==> config.mk <==
export PLATFORM = sky130hd
export DESIGN_NAME = instr_encoder
export DESIGN_NICKNAME = d
export VERILOG_FILES = /design/src/rtl/instr_encoder.sv
export SDC_FILE = /design/constraint.sdc
export NUM_CORES = 1
export LEC_CHECK = 0
export CAP_MARGIN = 10
export CORE_MARGIN = 2
export CORE_UTILIZATION = 40
export CTS_CLUSTER_SIZE = 16
export DETAILED_ROUTE_END_ITERATION = 6
export DONT_BUFFER_PORTS = 1
export PLACE_DENSITY_LB_ADDON = 0.15
export SYNTH_ARGS = -nofsm -noshare
export SYNTH_HDL_FRONTEND = slang
export SYNTH_SLANG_ARGS = --single-unit
==> constraint.sdc <==
create_clock -name clk -period 4.65 [get_ports clk]
set_input_delay 0.465 -clock clk [delete_from_list [all_inputs] [get_ports clk]]
set_output_delay 0.465 -clock clk [all_outputs]
set_load 0.005 [all_outputs]
==> src/rtl/instr_encoder.sv <==
// Purpose : encodes symbolic MIPS instructions and writes them to consecutive instruction-memory words.
// Latency : an accept in cycle N drives mem_we/mem_addr/mem_wdata in cycle N+1; one instruction per cycle.
// Backpr. : in_ready drops once the final instruction (in_last or DEPTH-th) is accepted, and stays low in DONE/ERR.
//
// Ports:
//   clk, reset            rising-edge clock, synchronous active-high reset
//   in_valid/in_ready     instruction handshake; fields in_op, in_rs, in_rt, in_rd, in_shamt, in_imm, in_last
//   mem_we/addr/wdata     single-cycle write strobe, word address, encoded instruction
//   count                 words written this session
//   done / err            sticky session-complete / unsupported-op flags (cleared only by reset)
module instr_encoder #(
    parameter int ADDR_WIDTH = 8,
    parameter int DEPTH      = 256,
    parameter int BASE_ADDR  = 0
) (
    input  logic                  clk,
    input  logic                  reset,
    input  logic                  in_valid,
    output logic                  in_ready,
    input  logic [4:0]            in_op,
    input  logic [4:0]            in_rs,
    input  logic [4:0]            in_rt,
    input  logic [4:0]            in_rd,
    input  logic [4:0]            in_shamt,
    input  logic [15:0]           in_imm,
    input  logic                  in_last,
    output logic                  mem_we,
    output logic [ADDR_WIDTH-1:0] mem_addr,
    output logic [31:0]           mem_wdata,
    output logic [ADDR_WIDTH:0]   count,
    output logic                  done,
    output logic                  err
);

    localparam logic [ADDR_WIDTH-1:0] LP_BASE  = ADDR_WIDTH'(BASE_ADDR);
    localparam logic [ADDR_WIDTH:0]   LP_DEPTH = (ADDR_WIDTH + 1)'(DEPTH);

    typedef enum logic [1:0] {
        S_RUN  = 2'd0,
        S_DONE = 2'd1,
        S_ERR  = 2'd2
    } state_t;

    state_t                r_state;
    state_t                w_next_state;
    logic                  r_stop_pending;
    logic                  r_we;
    logic [ADDR_WIDTH-1:0] r_addr;
    logic [31:0]           r_wdata;
    logic [ADDR_WIDTH:0]   r_count;

    logic                  w_op_ok;
    logic                  w_rtype;
    logic [5:0]            w_funct;
    logic [5:0]            w_opcode;
    logic [4:0]            w_rs;
    logic [4:0]            w_rt;
    logic [4:0]            w_rd;
    logic [4:0]            w_shamt;
    logic [31:0]           w_word;
    logic                  w_accept;
    logic                  w_acc_ok;
    logic                  w_acc_bad;

    // Opcode/funct lookup and field forcing.
    always_comb begin
        w_op_ok  = 1'b1;
        w_rtype  = 1'b1;
        w_funct  = 6'h00;
        w_opcode = 6'b000000;
        case (in_op)
            5'd0:    w_funct = 6'h20;
            5'd1:    w_funct = 6'h22;
            5'd2:    w_funct = 6'h24;
            5'd3:    w_funct = 6'h25;
            5'd4:    w_funct = 6'h26;
            5'd5:    w_funct = 6'h27;
            5'd6:    w_funct = 6'h2A;
            5'd7:    w_funct = 6'h2B;
            5'd8:    w_funct = 6'h00;
            5'd9:    w_funct = 6'h02;
            5'd10:   w_funct = 6'h03;
            5'd11:   w_funct = 6'h04;
            5'd12:   w_funct = 6'h06;
            5'd13:   w_funct = 6'h08;
            5'd14:   begin w_rtype = 1'b0; w_opcode = 6'b001000; end
            5'd15:   begin w_rtype = 1'b0; w_opcode = 6'b001010; end
            5'd16:   begin w_rtype = 1'b0; w_opcode = 6'b001100; end
            5'd17:   begin w_rtype = 1'b0; w_opcode = 6'b001101; end
            5'd18:   begin w_rtype = 1'b0; w_opcode = 6'b001110; end
            5'd19:   begin w_rtype = 1'b0; w_opcode = 6'b100011; end
            5'd20:   begin w_rtype = 1'b0; w_opcode = 6'b101011; end
            5'd21:   begin w_rtype = 1'b0; w_opcode = 6'b000100; end
            5'd22:   begin w_rtype = 1'b0; w_opcode = 6'b000101; end
            default: begin w_rtype = 1'b0; w_op_ok = 1'b0; end
        endcase

        // Constant shifts carry no rs; every other R-type carries no shamt;
        // jr carries only rs.
        w_rs    = in_rs;
        w_rt    = in_rt;
        w_rd    = in_rd;
        w_shamt = 5'd0;
        if (in_op == 5'd8 || in_op == 5'd9 || in_op == 5'd10) begin
            w_rs    = 5'd0;
            w_shamt = in_shamt;
        end
        if (in_op == 5'd13) begin
            w_rt = 5'd0;
            w_rd = 5'd0;
        end

        if (w_rtype) begin
            w_word = {6'b000000, w_rs, w_rt, w_rd, w_shamt, w_funct};
        end else begin
            w_word = {w_opcode, in_rs, in_rt, in_imm};
        end
    end

    assign w_accept  = in_valid && in_ready;
    assign w_acc_ok  = w_accept && w_op_ok;
    assign w_acc_bad = w_accept && !w_op_ok;

    // DONE follows one cycle after the final write (stop_pending is already
    // set while that write is on the bus).
    always_comb begin
        w_next_state = r_state;
        case (r_state)
            S_RUN: begin
                if (w_acc_bad) begin
                    w_next_state = S_ERR;
                end else if (r_stop_pending) begin
                    w_next_state = S_DONE;
                end
            end
            S_DONE:  w_next_state = S_DONE;
            S_ERR:   w_next_state = S_ERR;
            default: w_next_state = S_RUN;
        endcase
    end

    always_ff @(posedge clk) begin
        if (reset) begin
            r_state        <= S_RUN;
            r_stop_pending <= 1'b0;
            r_we           <= 1'b0;
            r_addr         <= LP_BASE;
            r_wdata        <= 32'd0;
            r_count        <= '0;
        end else begin
            r_state <= w_next_state;
            r_we    <= w_acc_ok;
            if (w_acc_ok) begin
                // r_count still holds this word's index; address wraps naturally.
                r_addr  <= LP_BASE + r_count[ADDR_WIDTH-1:0];
                r_wdata <= w_word;
                r_count <= r_count + 1'b1;
                if (in_last || (r_count + 1'b1) == LP_DEPTH) begin
                    r_stop_pending <= 1'b1;
                end
            end
        end
    end

    // Gating with reset discards a write that is on the bus while reset is held.
    assign mem_we    = r_we && !reset;
    assign in_ready  = !reset && (r_state == S_RUN) && !r_stop_pending;
    assign mem_addr  = r_addr;
    assign mem_wdata = r_wdata;
    assign count     = r_count;
    assign done      = (r_state == S_DONE);
    assign err       = (r_state == S_ERR);

endmodule

==> flow_summary.json <==
{
  "path_class": "flip-flop to flip-flop",
  "final_hold_viol_count": 0,
  "syn_area_mm2": 0.00242,
  "cts.clk_slew.worst_paths_ns": 0.09,
  "clock_sinks": 52,
  "ant_nets": 0,
  "rr_worst_depth": 5,
  "synth-edff-count": 0,
  "p_leak_nw": 0.838,
  "die_height_um": 81.7,
  "holdPathEnd": "mem_addr[3]",
  "grtUsageTotal_pct": 18.5,
  "drc_errors": 0,
  "ir_worst_vdd_uv": 132,
  "slew_violations": 0,
  "grt_pass1_vias": 1873,
  "fin_crit_sh_pct": 48.9,
  "status": "finished clean",
  "max_cap_violations": 0,
  "route.vias.total": 2108,
  "tns_ns": 0,
  "antenna_found_initial": 0,
  "ctsResizeCount": 0,
  "drt_iter0_drc": 142,
  "cts_tree": "yes",
  "rows": 28,
  "grt_overflow_total": 0,
  "ys_ff_latch": 52,
  "hpwl_um": 4030,
  "wirelength_um": 6130,
  "syn_avg_cell_area_um2": 7.98,
  "clk_path_buf_depth": 2,
  "syn_to_final_growth_pct": 3.88,
  "netlist_top_cells_count": "52 x dfxtp_1, 39 x nand2_1, 23 x a21oi_1, 23 x nor2_1",
  "synth-main-ff-cell": "dfxtp_1",
  "clock_latency_ns": 0.31,
  "path_cells": "nor4_4, o211ai_1, buf_4, or4b_1, a21oi_1",
  "dieArea_mm2": 0.00668,
  "grt_setup_unrepaired": "no",
  "startpoint_type": "flip-flop",
  "synth_area_leaders": "dfxtp_1 43%, nand2_1 6.1%, a21oi_1 4.8%, nand3b_1 4.0%, a221oi_1 4.0%",
  "r2r-end": "count[6]",
  "ys_types": 45,
  "rrSetupSlack_ns": 2.38,
  "synth-seq-area-share_pct": 43.1,
  "start_util_pct": 41.1,
  "diodes": 0,
  "synth_top_area_share_pct": 43.1,
  "clock.fmax_mhz": 440,
  "arrival_ns": 2.51,
  "synth.most_common_cell": "dfxtp_1",
  "r2r-start": "r_state[0]",
  "worst_pin_slew_ns": 0.756,
  "setup_viol": 0,
  "die_w_um": 81.7,
  "max_stage_delay_ns": 0.55,
  "cts-buffers-inserted": 5,
  "cts_setup_buffers": 0,
  "holdCritPathClass": "input pin to flip-flop",
  "place_congestion": 0.782,
  "holdWs_ns": 0.214,
  "whs_path_depth": 1,
  "final_layout_size_suffix_gt1_share_pct": 4.90,
  "path_max_fanout": 46,
  "wl_per_cell_um": 17.0,
  "postSynth.asyncResetShare_pct": 0,
  "syn_nets": 349,
  "slew_headroom_pct": 49.4,
  "nNetsFinal": 331,
  "cts.root.buffer_cell": "clkbuf_8",
  "grt_max_degree": 54,
  "htree_levels": 2,
  "worstPathRequired_ns": 4.89,
  "crit_path_end_kind": "flip-flop",
  "yosys.area.top_type": "dfxtp_1",
  "grt_pass1_wl_um": 9560,
  "io_pins": 98,
  "ctsHoldBuffers": 0,
  "fin_worst_skew_ns": 0.00391,
  "syn_inst": 303,
  "period_minus_slack_ns": 2.27,
  "core_area_mm2": 0.00589,
  "power.density_mw_per_mm2": 335,
  "hold_start": "reset",
  "drt-pass1-iter-count": 4,
  "critPathSlowestCell": "or4b_1",
  "portBuffers": 0,
  "via_per_inst": 5.84,
  "synth_warnings": 0
}
-- stage by stage --
stage               instance area, um^2  utilization (%)  setup slack [ns]  power (mW)  instances
floorplan                          2420                -              2.82       0.574        303
global placement                   2410             41.0              2.42       0.578        353
detailed placement                 2410             41.0              2.39       0.580        353
CTS                                2510             42.7              2.37       0.852        361
global route                       2510             42.7              2.18       0.887        361
finish                             2510             42.7              2.38       0.840        361
-- per-layer routing --
layer / vias up / share of wire (%) / track usage [%]
met4: 0 / 0.83 / 5.00
met3: 5 / 10 / 6.81
met1: 949 / 47 / 26.3
met2: 100 / 42 / 26.3
li1: 1054 / - / -
met5: - / 0 / 0
-- cell families (layout without fill, tap and decap cells) --
group / count (synthesis) / after routing / share of synthesized area [%]
AO/OA/AOI/OAI: 69 / 69 / 18.5
XOR/XNOR: 3 / 3 / 1.09
adder cells (fa/ha/maj): 2 / 2 / 0.932
buffers and inverters: 32 / 15 / 5.43
flip-flops: 52 / 52 / 43.1
other: 1 / 1 / 0.155
AND/OR/NAND/NOR: 144 / 144 / 30.8
-- area by class of cell --
class | count | area, um^2
fill | 634 | 3370
sequential | 52 | 1040
clock buffer | 6 | 82.6
timing repair buffer | 2 | 15.0
tap | 75 | 93.8
inverter | 5 | 18.8
clock inverter | 2 | 15.0
multi-input combinational | 219 | 1240
-- critical path, delay by kind of cell, from the launching register on --
family | cells | cell delay (ns)
and+or+nand+nor | 2 | 0.91
AOI/OAI and AO/OA | 2 | 0.51
buffers and inverters | 1 | 0.41
DFF | 1 | 0.37
-- where the power goes --
part / leakage, nW / internal [mW] / switching, mW
Combinational: 0.371 / 0.0326 / 0.0459
Clock: 0.0434 / 0.121 / 0.151
Sequential: 0.423 / 0.468 / 0.0214
-- sequential cells by signal, indices dropped and copies added (netlist names) --
name and cells:
mem_wdata 31, count 9, mem_addr 8, r_state 2
r_stop_pending 1, r_we 1
-- worst max path at each step --
stage	slack, ns	end	start	depth (start not counted)
2_1_floorplan	2.82	count[8]	reset	6
3_3_place_gp	2.42	count[8]	r_state[0]	5
3_5_place_dp	2.39	count[6]	r_state[0]	5
4_1_cts	2.37	count[6]	r_state[0]	5
5_1_grt	2.18	count[4]	r_state[0]	5
6_report	2.38	count[6]	r_state[0]	5
-- placed cells by master, fill, tap and decap left out, types with 2 or more instances in the layout --
master and instances:
dfxtp_1 52, nand2_1 39, a21oi_1 23, nor2_1 23
nand3_1 18, nor3_1 18, nand3b_1 13, o21ai_0 12
a221oi_1 11, or3_1 7, clkbuf_8 6, nand2b_1 5
nor2b_1 4, inv_1 4, a31oi_1 3, xnor2_1 3
a311oi_1 3, a211oi_1 3, nand4_1 3, o31ai_1 3
or4_1 3, nor4_1 2, a211o_1 2, o22ai_1 2
and2_1 2, or2_2 2, clkinvlp_4 2, buf_4 2
Power figures use the tool's default switching activity.
==> RTL edit: new RTL, config.mk and constraints unchanged <==
Re-encode `state_t` (3 states) as one-hot, 3 bits wide.
--- a/src/rtl/instr_encoder.sv
+++ b/src/rtl/instr_encoder.sv
@@ -35,10 +35,10 @@
     localparam logic [ADDR_WIDTH-1:0] LP_BASE  = ADDR_WIDTH'(BASE_ADDR);
     localparam logic [ADDR_WIDTH:0]   LP_DEPTH = (ADDR_WIDTH + 1)'(DEPTH);
 
-    typedef enum logic [1:0] {
-        S_RUN  = 2'd0,
-        S_DONE = 2'd1,
-        S_ERR  = 2'd2
+    typedef enum logic [2:0] {
+        S_RUN  = 3'b001,
+        S_DONE = 3'b010,
+        S_ERR  = 3'b100
     } state_t;
 
     state_t                r_state;
Formal check against the unedited RTL: no difference found for any inputs over 10 cycles, from zero or initial values and one cycle with reset high; not proved beyond that.
==> RTL edit against the unedited design <==
- routed wire length shrank 4.4%
- cell area up 0.70%
- first-iteration DRC count decreased by 32%
- cell count did not move
- non-clock buffer count decreased by 2
- area after synthesis grew 2.9%
- setup slack worse by 0.44 ns
- sequential cell count is 1 higher
- sequential power is 2% higher
- highest routed layer unchanged
- total power shrank 0.98%
==> RTL edit: results (changes against the unedited design) <==
Run status
  • Outcome: finished clean (unchanged)

Placement
  • Global placement routability congestion: 0.711 (was 0.782)
  • Placed Instance Area: 0.00244 mm^2 (was 0.00241 mm^2)
  • Pre-CTS WS: 1.85 ns (was 2.39 ns)
  • DP Wirelength: 4020 um (was 4030 um)
  • Cell total after placement: 353 (unchanged)

Critical path
  • CP Max Fanout: 61 (was 46)
  • CP max stage delay: 0.68 ns (was 0.55 ns)
  • Crit path from: r_state[1] (was r_state[0])
  • R2R depth: 7 (was 5)
  • Reg-to-reg startpoint: r_state[1] (was r_state[0])
  • Worst EP arrival: 2.96 ns (was 2.51 ns)
  • Top cell family by delay on the critical path: simple AND/OR/NAND/NOR gates (unchanged)
  • RR Endpoint: count[7] (was count[6])
  • CP max-delay cell: clkinv_2 (was or4b_1)

GRT
  • First-pass GRT wire length: 9600 um (was 9560 um)
  • Largest net degree at the start of global routing: 62 (was 54)
  • GRT Util Overall: 16.9% (was 18.5%)
  • Global routing met3 resource utilization: 7.46% (was 6.81%)
  • M2 GR Usage: 26.1% (was 26.3%)
  • Met1 global-route usage: 21.8% (was 26.3%)
  • Vias in the first global route: 1,895 (was 1,873)

Worst hold path
  • Hold endpoint: mem_wdata[5] (was mem_addr[3])
  • Hold path cells: 1 (unchanged)
  • Hold path start: reset (unchanged)
  • Hold Crit Class: input port to flip-flop (unchanged)

Detailed routing
  • Post-detailed-route wirelength per cell: 16.2 um (was 17.0 um)
  • Router iterations before antenna repair: 4 (unchanged)
  • M1 wire length: 2640 um (was 2860 um)
  • DRT iter0 DRCs: 97 (was 142)
  • Met2 Wirelength: 2610 um (was 2580 um)
  • Vias: 2,086 (was 2,108)
  • Met3 WL: 561 um (was 640 um)

Pwr
  • Internal: 618 uW (was 622 uW)
  • Pleak: 0.000840 uW (was 0.000838 uW)
  • VDD IR max: 0.000190 V (was 0.000132 V)

Logic synthesis
  • Syn Area/Cell: 8.16 um^2 (was 7.98 um^2)
  • Area contributors post-synth: dfxtp_1 (43%), nor2_1 (4.8%), o21ai_0 (4.4%) (was dfxtp_1 (43%), nand2_1 (6.1%), a21oi_1 (4.8%))
  • Synth top cells by count: dfxtp_1 (53), nor2_1 (32), nand2_1 (27) (was dfxtp_1 (52), nand2_1 (39), a21oi_1 (23), nor2_1 (23))
  • Yosys cell types: 44 (was 45)
  • Register area share after synthesis: 42.7% (was 43.1%)

CTS
  • Skew-Pair Late Insertion Delay: 0.30 ns
  • H-tree levels: 2 (unchanged)
  • Root Buffer: clkbuf_8 (unchanged)
  • Resized cells post-CTS: 0 (unchanged)
  • Postcts setup bufs: 0 (unchanged)

STA
  • Setup TNS: 0 ns (unchanged)
  • Slew HR: 49.7% (was 49.4%)
  • Worst clock skew: 0.00601 ns (was 0.00391 ns)
  • Setup ws final: 1.94 ns (was 2.38 ns)

Finish
  • Filler instances: 645 (was 634)
  • Fin area: 0.00253 mm^2 (was 0.00251 mm^2)
  • Fin nets: 332 (was 331)
-- RTL edit: cell types whose count changed after synthesis, moves of 3 or more --
cell and delta:
or3_1 -4, nand2_1 -12, or4_1 -3, a21oi_1 -5
xor2_1 +7, buf_6 +3, nor2b_1 +3, o21ai_0 +10
nor3_1 -4, nand2b_1 +11, nor2_1 +9, nand3b_1 -10
-- RTL edit: cells by family (layout without fill, tap and decap cells) --
kind of cell             after synthesis  in the layout  share of synthesized area, %
flip-flops                            53             53                          42.7
adder cells (fa/ha/maj)                2              2                          1.01
AND/OR/NAND/NOR                      137            137                          27.8
XOR/XNOR                              10             10                          3.52
AO/OA/AOI/OAI                         72             72                          18.9
buffers and inverters                 30             11                          5.99
other                                  1              1                         0.151
-- RTL edit: power groups by stage --
stage                     registers [uW]  logic, uW  clock network [uW]
after floorplan                      503       87.2                   0
after global placement               510       80.2                   0
after detailed placement             510       81.6                   0
after CTS                            499       81.7                 260
after global routing                 502       92.7                 282
final                                499       80.6                 253
-- RTL edit: final cells by class --
type                    instances  area (um^2)  share of cell area (%)
clock inverters                 1         7.51                   0.297
multi-input cells             222         1280                    50.5
flip-flops and latches         53         1060                    42.0
inverters                       3         12.5                   0.495
well taps                      75         93.8                    3.71
clock buffers                   7         76.3                    3.02
-- RTL edit: stage by stage --
| stage | hold WS (ns) | total power [uW] |
|---|---|---|
| 2_1_floorplan | 0.448 | 591 |
| 3_3_place_gp | 0.468 | 590 |
| 3_5_place_dp | 0.464 | 591 |
| 4_1_cts | 0.216 | 841 |
| 5_1_grt | 0.199 | 878 |
| 6_report | 0.232 | 832 |
-- RTL edit: worst register-to-register path: stages (launching register included) --
cell	delay (ns)
dfxtp_1	0.37
or4b_4	0.58
nor3_4	0.19
nand2_2	0.37
clkinv_2	0.68
nand4_1	0.20
xor2_1	0.18
nor2_1	0.10
